--- src/rtl/sw_op_issue_arb.sv ---
`default_nettype none
// ============================================================================
// Module      : sw_op_issue_arb
// Description : Round-robin arbiter and sequencer in front of in_demux.
//               Grants one of NUM_REQ requesters, decodes the switch select,
//               tags each issued op with an op_id, applies per-switch FIFO
//               backpressure with a stall timeout and flags illegal selects.
//               Optional macro OP_ID_REQ_TAG_EN: op_id = {req_idx, seq[5:0]}.
// Revision    : 1.0 - initial release
// ============================================================================
module sw_op_issue_arb #(
    parameter int NUM_REQ     = 4,
    parameter int NUM_SW_INST = 5,
    parameter int W_WIDTH     = 8,
    parameter int STALL_MAX   = 255
) (
    input  logic                       clk,
    input  logic                       rst,
    input  logic [NUM_REQ-1:0]         req_valid,
    output logic [NUM_REQ-1:0]         req_ready,
    input  logic [NUM_REQ*5-1:0]       req_addr,
    input  logic [NUM_REQ*W_WIDTH-1:0] req_wr_data,
    input  logic [NUM_REQ-1:0]         req_wr_rd,
    input  logic [NUM_SW_INST-1:0]     sw_afull,
    output logic [2:0]                 sw_sel,
    output logic [4:0]                 addr,
    output logic [W_WIDTH-1:0]         wr_data,
    output logic                       wr_rd_op,
    output logic                       valid,
    output logic [7:0]                 op_id,
    output logic                       err_valid,
    output logic [1:0]                 err_code,
    output logic [1:0]                 err_req_idx
);

    typedef enum logic [1:0] {
        ST_IDLE  = 2'd0,
        ST_ISSUE = 2'd1,
        ST_DROP  = 2'd2
    } state_t;

    localparam logic [3:0] c_num_sw     = 4'(NUM_SW_INST);
    localparam logic [2:0] c_num_req    = 3'(NUM_REQ);
    localparam logic [1:0] c_last_req   = 2'(NUM_REQ - 1);
    localparam logic [7:0] c_stall_last = 8'(STALL_MAX - 1);
`ifdef OP_ID_REQ_TAG_EN
    localparam int c_seq_w = 6;
`else
    localparam int c_seq_w = 8;
`endif

    state_t               r_state;
    state_t               w_state_nxt;
    logic [3:0]           w_req_valid_ext;
    logic [7:0]           w_afull_ext;
    logic                 w_found;
    logic [1:0]           w_gnt_idx;
    logic [2:0]           w_sum;
    logic [4:0]           w_gnt_addr;
    logic [W_WIDTH-1:0]   w_gnt_data;
    logic                 w_gnt_wr_rd;
    logic                 w_gnt_illegal;
    logic                 w_accept;
    logic                 w_fire;
    logic                 w_timeout;
    logic                 w_drop;
    logic                 w_stall;
    logic [7:0]           w_op_id;
    logic [1:0]           r_rr_ptr;
    logic [1:0]           r_req_idx;
    logic [4:0]           r_hold_addr;
    logic [W_WIDTH-1:0]   r_hold_data;
    logic                 r_hold_wr_rd;
    logic [c_seq_w-1:0]   r_seq;
    logic [7:0]           r_stall_cnt;

    // Pad the request-valid and afull vectors to their full index range so
    // that variable indexing never reaches past the real vector.
    for (genvar i = 0; i < 4; i++) begin : g_req_ext
        if (i < NUM_REQ) begin : g_map
            assign w_req_valid_ext[i] = req_valid[i];
        end else begin : g_pad
            assign w_req_valid_ext[i] = 1'b0;
        end
    end

    for (genvar i = 0; i < 8; i++) begin : g_afull_ext
        if (i < NUM_SW_INST) begin : g_map
            assign w_afull_ext[i] = sw_afull[i];
        end else begin : g_pad
            assign w_afull_ext[i] = 1'b0;
        end
    end

`ifdef OP_ID_REQ_TAG_EN
    assign w_op_id = {r_req_idx, r_seq};
`else
    assign w_op_id = r_seq;
`endif

    // Round-robin search: first valid requester starting at the pointer.
    always_comb begin
        w_found   = 1'b0;
        w_gnt_idx = r_rr_ptr;
        w_sum     = '0;
        for (int k = 0; k < NUM_REQ; k++) begin
            w_sum = {1'b0, r_rr_ptr} + 3'(k);
            if (w_sum >= c_num_req) begin
                w_sum = w_sum - c_num_req;
            end
            if (!w_found && w_req_valid_ext[w_sum[1:0]]) begin
                w_found   = 1'b1;
                w_gnt_idx = w_sum[1:0];
            end
        end
    end

    // Select the granted requester's payload and check its switch select.
    always_comb begin
        w_gnt_addr  = '0;
        w_gnt_data  = '0;
        w_gnt_wr_rd = 1'b0;
        for (int i = 0; i < NUM_REQ; i++) begin
            if (w_gnt_idx == 2'(i)) begin
                w_gnt_addr  = req_addr[5*i +: 5];
                w_gnt_data  = req_wr_data[W_WIDTH*i +: W_WIDTH];
                w_gnt_wr_rd = req_wr_rd[i];
            end
        end
        w_gnt_illegal = ({1'b0, w_gnt_addr[4:2]} >= c_num_sw);
    end

    // FSM state register.
    always_ff @(posedge clk or posedge rst) begin
        if (rst) begin
            r_state <= ST_IDLE;
        end else begin
            r_state <= w_state_nxt;
        end
    end

    // Next-state decode and per-cycle action strobes.
    always_comb begin
        w_state_nxt = r_state;
        w_accept    = 1'b0;
        w_fire      = 1'b0;
        w_timeout   = 1'b0;
        w_drop      = 1'b0;
        w_stall     = 1'b0;
        case (r_state)
            ST_IDLE: begin
                if (w_found) begin
                    w_accept    = 1'b1;
                    w_state_nxt = w_gnt_illegal ? ST_DROP : ST_ISSUE;
                end
            end
            ST_ISSUE: begin
                if (!w_afull_ext[r_hold_addr[4:2]]) begin
                    w_fire      = 1'b1;
                    w_state_nxt = ST_IDLE;
                end else if (r_stall_cnt == c_stall_last) begin
                    w_timeout   = 1'b1;
                    w_state_nxt = ST_IDLE;
                end else begin
                    w_stall = 1'b1;
                end
            end
            ST_DROP: begin
                w_drop      = 1'b1;
                w_state_nxt = ST_IDLE;
            end
            default: w_state_nxt = ST_IDLE;
        endcase
    end

    // One-hot grant, forced low while reset is asserted.
    always_comb begin
        req_ready = '0;
        for (int i = 0; i < NUM_REQ; i++) begin
            req_ready[i] = !rst && w_accept && (w_gnt_idx == 2'(i));
        end
    end

    // Hold registers, pointer, counters and registered demux/error outputs.
    always_ff @(posedge clk or posedge rst) begin
        if (rst) begin
            r_rr_ptr     <= '0;
            r_req_idx    <= '0;
            r_hold_addr  <= '0;
            r_hold_data  <= '0;
            r_hold_wr_rd <= 1'b0;
            r_seq        <= '0;
            r_stall_cnt  <= '0;
            sw_sel       <= '0;
            addr         <= '0;
            wr_data      <= '0;
            wr_rd_op     <= 1'b0;
            valid        <= 1'b0;
            op_id        <= '0;
            err_valid    <= 1'b0;
            err_code     <= '0;
            err_req_idx  <= '0;
        end else begin
            valid       <= w_fire;
            err_valid   <= w_drop | w_timeout;
            r_stall_cnt <= w_stall ? (r_stall_cnt + 8'd1) : 8'd0;
            if (w_accept) begin
                r_hold_addr  <= w_gnt_addr;
                r_hold_data  <= w_gnt_data;
                r_hold_wr_rd <= w_gnt_wr_rd;
                r_req_idx    <= w_gnt_idx;
                r_rr_ptr     <= (w_gnt_idx == c_last_req) ? 2'd0 : (w_gnt_idx + 2'd1);
            end
            if (w_fire) begin
                sw_sel   <= r_hold_addr[4:2];
                addr     <= r_hold_addr;
                wr_data  <= r_hold_data;
                wr_rd_op <= r_hold_wr_rd;
                op_id    <= w_op_id;
                r_seq    <= r_seq + 1'b1;
            end
            if (w_drop) begin
                err_code    <= 2'b01;
                err_req_idx <= r_req_idx;
            end
            if (w_timeout) begin
                err_code    <= 2'b10;
                err_req_idx <= r_req_idx;
            end
        end
    end

endmodule
`default_nettype wire
--- config.mk ---
export PLATFORM = sky130hd
export DESIGN_NAME = sw_op_issue_arb
export DESIGN_NICKNAME = d
export VERILOG_FILES = /design/src/rtl/sw_op_issue_arb.sv
export SDC_FILE = /design/constraint.sdc
export NUM_CORES = 1
export LEC_CHECK = 0
export CAP_MARGIN = 10
export CORE_MARGIN = 2
export CORE_UTILIZATION = 42
export CTS_CLUSTER_SIZE = 12
export DETAILED_ROUTE_END_ITERATION = 10
export GPL_ROUTABILITY_DRIVEN = 0
export GPL_TIMING_DRIVEN = 1
export PLACE_DENSITY_LB_ADDON = 0.25
export SLEW_MARGIN = 20
export SYNTH_ARGS = -nofsm -noshare
export SYNTH_HDL_FRONTEND = slang
export SYNTH_SLANG_ARGS = --single-unit
--- constraint.sdc ---
create_clock -name clk -period 3.3 [get_ports clk]
set_clock_uncertainty 0.1 [all_clocks]
set_input_delay 0.99 -clock clk [delete_from_list [all_inputs] [get_ports clk]]
set_output_delay 0.99 -clock clk [all_outputs]
set_load 0.05 [all_outputs]
After elaboration in Yosys (flattened, before gate mapping)
Index checks and enable logic that the tools add are counted.
{ "totals": {"ff_bits": 67, "latch_bits": 0, "ramBits": 0, "mem_bits_ro": 0, "input_bits": 67, "output_inout_bits": 35, "wordCells": 118, "mem_count": 0} }
{ "classes": {"n_addsub": 10, "multipliers": 0, "div_mod_pow": 0, "order_cmp": 10, "n_eq_ne": 8, "shifts": 0, "mux": 56, "bitwise_logic": 1, "n_reduce_logical": 16} }
{ "ops": {"columns": ["cell", "n"], "rows": [
  ["two-way mux 8 bit", 5],
  ["two-way mux 2 bit", 17],
  ["two-way mux 1 bit", 24],
  ["two-way mux 5 bit", 4],
  ["adder 8 x 1 -> 8 bit (second input constant)", 2],
  [">= comparator 3 bit (second input constant)", 4],
  ["less-than comparator 2 x 3 -> 1 bit (second input constant)", 4],
  ["binary-select mux 1 bit (select 2 bit)", 4],
  ["== test 8 bit (second input constant)", 1],
  ["logical AND 1 bit", 8],
  ["subtractor 2 x 1 -> 2 bit (second input constant)", 4],
  ["adder 2 x 2 -> 3 bit (second input constant)", 2],
  ["== test 2 bit (second input constant)", 3],
  ["== test 2 x 1 -> 1 bit (second input constant)", 2],
  ["logical NOT 1 bit", 4],
  ["logical NOT 2 bit", 2],
  ["less-than comparator 3 x 4 -> 1 bit (second input constant)", 1],
  ["case mux 2 bit (2 select lines)", 1],
  ["adder 2 x 1 -> 3 bit (second input constant)", 1],
  ["binary-select mux 1 bit (select 3 bit)", 1],
  [">= comparator 2 x 3 -> 1 bit (second input constant)", 1],
  ["inequality test 3 bit (second input constant)", 1],
  ["adder 2 x 1 -> 2 bit (second input constant)", 1],
  ["inequality test 2 bit (second input constant)", 1],
  ["other kinds (3)", 3]
]} }

Depth between registers and ports, before layout
Gate-level depths: netlist of run 1.
{ "depth": {"word_depth": 23, "ltp_mapped": 13, "ltp_nobuf": 11} }

Worst setup path after synthesis of run 1
No wires, ideal clock.
{ "synth_path": {"path_type": "input port to output port", "start": "input req_valid[0]", "end": "output req_ready[3]", "arrival_ns": 3.402, "t_required_ns": 2.210, "slack_ns": -1.192, "cell_stages": 7, "path_buffers": 2, "path_cell_list": "nor2b_1 -> o21ai_0 -> o221a_2 -> ha_1 -> clkbuf_1 -> clkbuf_1 -> nor3b_1"} }
{ "synth_between": {"word_cells_on_any_way": 27, "cone_classes": "eq/ne (1); mux (18); reduce/logical (8)"} }
{ "synth_lines": {"columns": ["item", "line", "text"], "rows": [
  ["from (decl)", "19", "input logic [NUM_REQ-1:0] req_valid,"],
  ["binary-select mux 1 bit (select 2 bit)", "111", "if (!w_found && w_req_valid_ext[w_sum[1:0]]) begin"],
  ["two-way mux 1 bit (implied by the code)", "111", null],
  ["two-way mux 1 bit", "111", null],
  ["logical NOT 1 bit", "111", null],
  ["logical AND 1 bit", "111", null],
  ["two-way mux 1 bit", "111", null],
  ["logical NOT 1 bit", "111", null],
  ["logical AND 1 bit", "111", null],
  ["two-way mux 1 bit", "111", null],
  ["logical NOT 1 bit", "111", null],
  ["logical AND 1 bit", "111", null],
  ["two-way mux 2 bit *", "111", null],
  ["named net w_gnt_idx[0]", "57", "logic [1:0] w_gnt_idx;"],
  ["== test 2 bit *", "180", "req_ready[i] = !rst && w_accept && (w_gnt_idx == 2'(i));"],
  ["logical AND 1 bit *", "180", null],
  ["to (decl)", "20", "output logic [NUM_REQ-1:0] req_ready,"]
]} }
The timed path passes the listed nets; every way through them passes the cells marked *. The select of a mux whose other input is x is not followed.

Final worst setup path of run 1
{ "layout_path": {"start": "input req_valid[3]", "end": "output req_ready[0]"} }
{ "layout_between": {"word_cells_on_any_way": 27, "cone_classes": "mux (18); reduce/logical (9)"} }
{ "layout_lines": {"columns": ["item", "line"], "rows": [
  ["binary-select mux 1 bit (select 2 bit)", "111"],
  ["two-way mux 1 bit (implied by the code)", "111"],
  ["two-way mux 1 bit", "111"],
  ["logical NOT 1 bit", "111"],
  ["logical AND 1 bit", "111"],
  ["two-way mux 1 bit", "111"],
  ["logical NOT 1 bit", "111"],
  ["logical AND 1 bit", "111"],
  ["two-way mux 1 bit", "111"],
  ["logical NOT 1 bit", "111"],
  ["logical AND 1 bit", "111"],
  ["two-way mux 2 bit *", "111"],
  ["named net w_gnt_idx[0]", "57"],
  ["logical NOT 2 bit *", "180"],
  ["logical AND 1 bit *", "180"]
]} }
Marks and branches as above.

==> flow_summary.ini, run 1 <==
[run_status]
status = complete, but fails checks
violations = negative setup slack

[worst_setup_path]
crit_path_top_delay_cell = o221a_4
crit_family = buffers and inverters
worst_setup_path_startpoint = req_valid[3]
critical_path.endpoint_type = output pin
critPathArrivalTime_ns = 2.24
worst_ep_required_time_ns = 2.21
worst-path-max-fanout = 5
critical_path_cell_sequence = buf_4 -> nor2_2 -> a21oi_2 -> o221a_4 -> inv_4 -> ha_4 -> nor3b_4 -> buf_12
maximum_single_stage_delay_on_the_critical_path_ns = 0.31
crit_buf_inv = 3
setup.worst_path.start_class = input pin
criticalPathCategory = in2out
worst_r2r_startpoint = r_rr_ptr[1]

[routing]
wl_per_cell_um = 14.1
vias = 2622
post_drt_via_cell_ratio = 4.97
detail_route.wirelength_um = 7460
detailedRoute.firstPassIterationCount = 4
drt_first_iter_violations = 84
detail_route.drc_violations = 0
detail-route-antenna-nets = 0

[sta]
worst_hold_slack_ns = 0.367
fmaxAchievable_mhz = 300
rsz0062_at_grt = yes
setup_viol = 2
timing.final.crit_share = 1.01
finalHoldViolations = 0
finalSetupTns_ns = -0.0361
final_period_minus_worst_setup_slack_ns = 3.33
tightest_slew_margin_relative_to_the_limit = 0.647
finalWorstSetupSlack_ns = -0.0321
max_slew.worst_pin.slew_ns = 0.528
timing_max_transition_violations_final = 0

[grt]
global_route.overflow_total = 0
grt_pass1_vias = 2710
global_route.usage.total = 0.188
antenna_found_initial = 0
grt_start_max_net_pins = 65
global_route_wire_length_before_repair_um = 12400

[flow_run]
maxCapViolCount = 0

[finish]
area_delta_synth_final_pct = 49.2
post-route-util = 0.655
drive_gt1_frac = 0.205
num-nets-final = 498
final_cells = 528
layout.cell_area.non_filler_sq_um = 4820
insertedDiodeCount = 0

[logic_synthesis]
synth_common_cells = dfrtp_1, nand2_1, a21oi_1
yosys.cell_types.count = 45
synth_area_sq_um = 3230
synthDominantCellAreaShare = 0.495
synth_area_leaders = dfrtp_1, nand2_1, mux2_2
netlist_instances = 315
synthDominantAreaCellType = dfrtp_1
syn_nets = 389
yosysSeqAreaShare = 0.495
synth.ff_latch_count = 64
number_of_enable_type_register_cells_in_the_synthesized_netlist = 0
synthesis.yosys.warnings = 0
yosys_most_used_dff = dfrtp_1
average_cell_area_after_synthesis_sq_um = 10.3
most_common_cell_in_the_netlist = dfrtp_1
synth_async_sr_flop_share = 1.00

[floorplan]
fp.dieH_um = 91.8
die_area_sq_um = 8420
floorplan.io_pins = 102
placementRows = 31
initial_utilization = 0.439
core_region_area_sq_um = 7370
die_width_um = 91.8

[power_and_ir_drop]
power.ir.vdd_worst_uv = 486
leakage_nw = 2.12
p_per_area_nw_per_um2 = 958
report.power.total_mw = 4.62

[worst_hold_path]
hp-start = r_seq[7]
timing.hold.worst.class = reg2reg

[placed_design]
port-buffer-count = 101
post-place-ws_ns = -0.573
dpl.hpwl_um = 5400
placement.cell_area_sq_um = 4460
post-place-cells = 508

[clock_network]
cts_buffers = 9
hold_bufs_at_cts = 0
max-clock-path-buffers = 2
clock_sink_count = 64
ctsHtreeMaxLevel = 3
clkSlewWorstSetupHoldPaths_ns = 0.07
cts.root.buffer_cell = clkbuf_8
tritoncts = done
clkLatencyLatePin_ns = 0.35
-- worst register-to-register path, stage by stage (launching register included) --
cell and delay, ns:
dfrtp_1 0.52, a21oi_4 0.09, nor2_1 0.12, nor2_1 0.05, o22a_2 0.26, inv_4 0.09
ha_4 0.13, buf_4 0.09, buf_4 0.09, nor2b_1 0.22, a221oi_1 0.11, o31ai_1 0.34
buf_4 0.18, o21a_1 0.12, o21ai_0 0.07
-- placed cells by master, fill, tap and decap left out, types with 14 or more instances in the layout --
cell and instances:
clkdlybuf4s50_1 93, dfrtp_1 64, nand2_1 48, buf_4 16, nor2_1 15, nor2b_1 14, nor3_1 14, a21oi_1 14
-- final timing paths --
check	cells past startpoint	slack, ns	end
hold / removal	1	0.37	r_seq[7]
hold reg to reg	1	0.37	r_seq[7]
max in group asynchronous	4	1.72	r_stall_cnt[7]
setup reg to reg	14	0.59	r_state[0]
setup / recovery	8	-0.03	req_ready[0]
min in group asynchronous	4	1.12	r_hold_addr[4]
-- layer usage --
| layer | up-vias | routed length (um) | GRT usage |
|---|---|---|---|
| met5 | - | 0 | 0 |
| met4 | 0 | 181 | 0.0933 |
| met3 | 16 | 650 | 0.0649 |
| met2 | 104 | 3460 | 0.295 |
| met1 | 1197 | 3170 | 0.230 |
| li1 | 1305 | - | - |
-- repair_timing --
action,in CTS,in global routing
setup endpoints to repair,7,4
pin swaps,10,7
gates resized for setup,45,4
setup buffers,1,3
cloned,0,0
-- sequential cells by signal, indices dropped and copies added, names as in the netlist, 2 cells and up --
signal,count
sw_sel,3
r_stall_cnt,8
r_hold_data,8
r_state,2
op_id,8
r_rr_ptr,2
r_hold_addr,5
addr,2
err_code,2
err_req_idx,2
wr_data,8
r_req_idx,2
r_seq,8
-- where the power goes --
group	switching [mW]	internal, mW	total, mW
Clock	0.305	0.410	0.715
Combinational	1.46	1.10	2.57
Sequential	0.245	1.09	1.34
Total	2.01	2.61	4.62
-- final cells by class --
type	count	area, sq um
fill	595	2540
multi-input combinational	221	1630
sequential	64	1600
timing repair buffer	118	1210
clock buffer	12	165
tap	99	124
clock inverter	4	51.3
inverter	10	47.5
-- cell families (layout without fill, tap and decap cells) --
logic type               Yosys count  count (layout)  synth area share
AND/OR/NAND/NOR                  119             119             0.183
flip-flops                        64              64             0.495
AO/OA/AOI/OAI                     58              58             0.118
buffers and inverters             30             144            0.0503
multiplexers                      24              24            0.0913
XOR/XNOR                          13              13            0.0352
adder cells (fa/ha/maj)            7               7            0.0271
Note: power is estimated with default switching activity, not from simulation.
==> run 2, diff against run 1 <==
Settings changed: ABC_CLOCK_PERIOD_IN_PS set to 3300.
==> results of run 2 <==
The final DEF is identical to that of run 1; final timing and power are the same.
==> run 3, diff against run 2 <==
Settings changed: CTS_CLUSTER_SIZE 12 to 25, PLACE_DENSITY set to 0.75, PLACE_DENSITY_LB_ADDON 0.25 to unset, REMOVE_ABC_BUFFERS set to 1.
==> flow_summary.ini, run 3 (same netlist as run 1, synthesis figures left out) <==
[grt]
globalRoute.busiestLayer = met2
global_route_met2_utilization = 0.310
grt_start_max_net_pins = 33
grt_pass1_vias = 2699
global_route.usage.total = 0.194
routing_usage_on_met1 = 0.241
global_route.usage.met3 = 0.0772
antenna_found_initial = 0
global_route.overflow_total = 0
global_route_wire_length_before_repair_um = 12900

[run_status]
status = complete, but fails checks
violations = negative setup slack

[finish]
final_cells = 530
drive_gt1_frac = 0.209
layout_commonest_cell = clkdlybuf4s50_1
insertedDiodeCount = 0
num-nets-final = 500
layout_common_cells = clkdlybuf4s50_1, dfrtp_1, nand2_1, buf_4
area_delta_synth_final_pct = 47.3
post-route-util = 0.646

[placed_design]
post-place-cells = 511
port-buffer-count = 101
dpl.hpwl_um = 5620

[clock_network]
clkSlewWorstSetupHoldPaths_ns = 0.07
ctsHtreeMaxLevel = 3
cts.root.buffer_cell = clkbuf_8
cts_buffers = 9
clock_sink_count = 64
clkLatencyLatePin_ns = 0.34
tritoncts = done
max-clock-path-buffers = 2

[worst_setup_path]
worst-path-max-fanout = 4
critical_path.endpoint_type = output pin
worst_ep_required_time_ns = 2.21
setup.worst_path.start_class = input pin
criticalPathCategory = in2out
critPathArrivalTime_ns = 2.28

[worst_hold_path]
timing.hold.worst.class = reg2reg

[floorplan]
fp.dieH_um = 91.8
initial_utilization = 0.439
core_region_area_sq_um = 7370
die_area_sq_um = 8420
die_width_um = 91.8
placementRows = 31
floorplan.io_pins = 102

[routing]
wl_per_cell_um = 14.9
detail_route.drc_violations = 0
detailedRoute.firstPassIterationCount = 6
drt_first_iter_violations = 80
detail-route-antenna-nets = 0
post_drt_via_cell_ratio = 5.08
detail_route.wirelength_um = 7910
vias = 2690

[sta]
finalWorstSetupSlack_ns = -0.0705
timing_max_transition_violations_final = 0
tightest_slew_margin_relative_to_the_limit = 0.591
fmaxAchievable_mhz = 297
finalHoldViolations = 0
final_period_minus_worst_setup_slack_ns = 3.37
timing.final.crit_share = 1.02
setup_viol = 4
rsz0062_at_grt = yes
max_slew.worst_pin.slew_ns = 0.613

[power_and_ir_drop]
power.ir.vdd_worst_uv = 613
leakage_nw = 2.09
p_per_area_nw_per_um2 = 941

[flow_run]
maxCapViolCount = 0
run 3: worst paths after layout:
check                             start              to  slack [ns]  cells after the start
min in group asynchronous           rst  r_hold_data[2]        1.37                      3
setup reg to reg            r_rr_ptr[1]    r_hold_wr_rd        0.34                     14
hold reg to reg                op_id[5]        op_id[5]        0.37                      2
setup / recovery           req_valid[3]    req_ready[0]       -0.07                      8
max in group asynchronous           rst  r_stall_cnt[3]        1.16                      4
hold / removal                 op_id[5]        op_id[5]        0.37                      2
run 3: routing by layer:
metal / part of all wire / vias up
met3: 0.067 / 17
li1: - / 1310
met4: 0.023 / 0
met1: 0.42 / 1280
met2: 0.49 / 83
met5: 0 / -
run 3: metrics by stage:
| stage | hold WS [ns] | setup slack [ns] | area (sq um) | power (mW) | TNS, ns |
|---|---|---|---|---|---|
| 2_1_floorplan | 0.338 | -1.13 | 3110 | 2.98 | -3.70 |
| 3_3_place_gp | 0.355 | -0.587 | 4420 | 3.73 | -5.65 |
| 3_5_place_dp | 0.362 | -0.703 | 4420 | 3.79 | -8.07 |
| 4_1_cts | 0.380 | -0.0952 | 4700 | 4.46 | -0.290 |
| 5_1_grt | 0.403 | -0.114 | 4760 | 4.79 | -0.383 |
| 6_report | 0.375 | -0.0705 | 4760 | 4.48 | -0.188 |
run 3: where the power goes:
group          switching [mW]  internal (mW)
logic                    1.49           1.08
clock network           0.310          0.272
registers               0.238           1.09
run 3: worst max-delay path, stage by stage:
cell	delay, ns
buf_2	0.13
nor2_1	0.11
a21oi_1	0.07
o221a_4	0.30
inv_2	0.11
ha_4	0.15
nor3b_4	0.25
buf_12	0.17
run 3: what timing repair did:
action	CTS	global route
buffers inserted	4	2
setup endpoints to repair	8	4
hold buffers	0	0
gates resized for setup	45	10
gates cloned	0	0
pin swaps	7	7
run 3: final cells by class:
| class | count | area [sq um] |
|---|---|---|
| inverters | 10 | 45.0 |
| flip-flops and latches | 64 | 1600 |
| clock inverters | 7 | 47.5 |
| fillers | 602 | 2610 |
| clock buffers | 9 | 124 |
| repair buffers | 120 | 1210 |
| well taps | 99 | 124 |
| multi-input cells | 221 | 1610 |
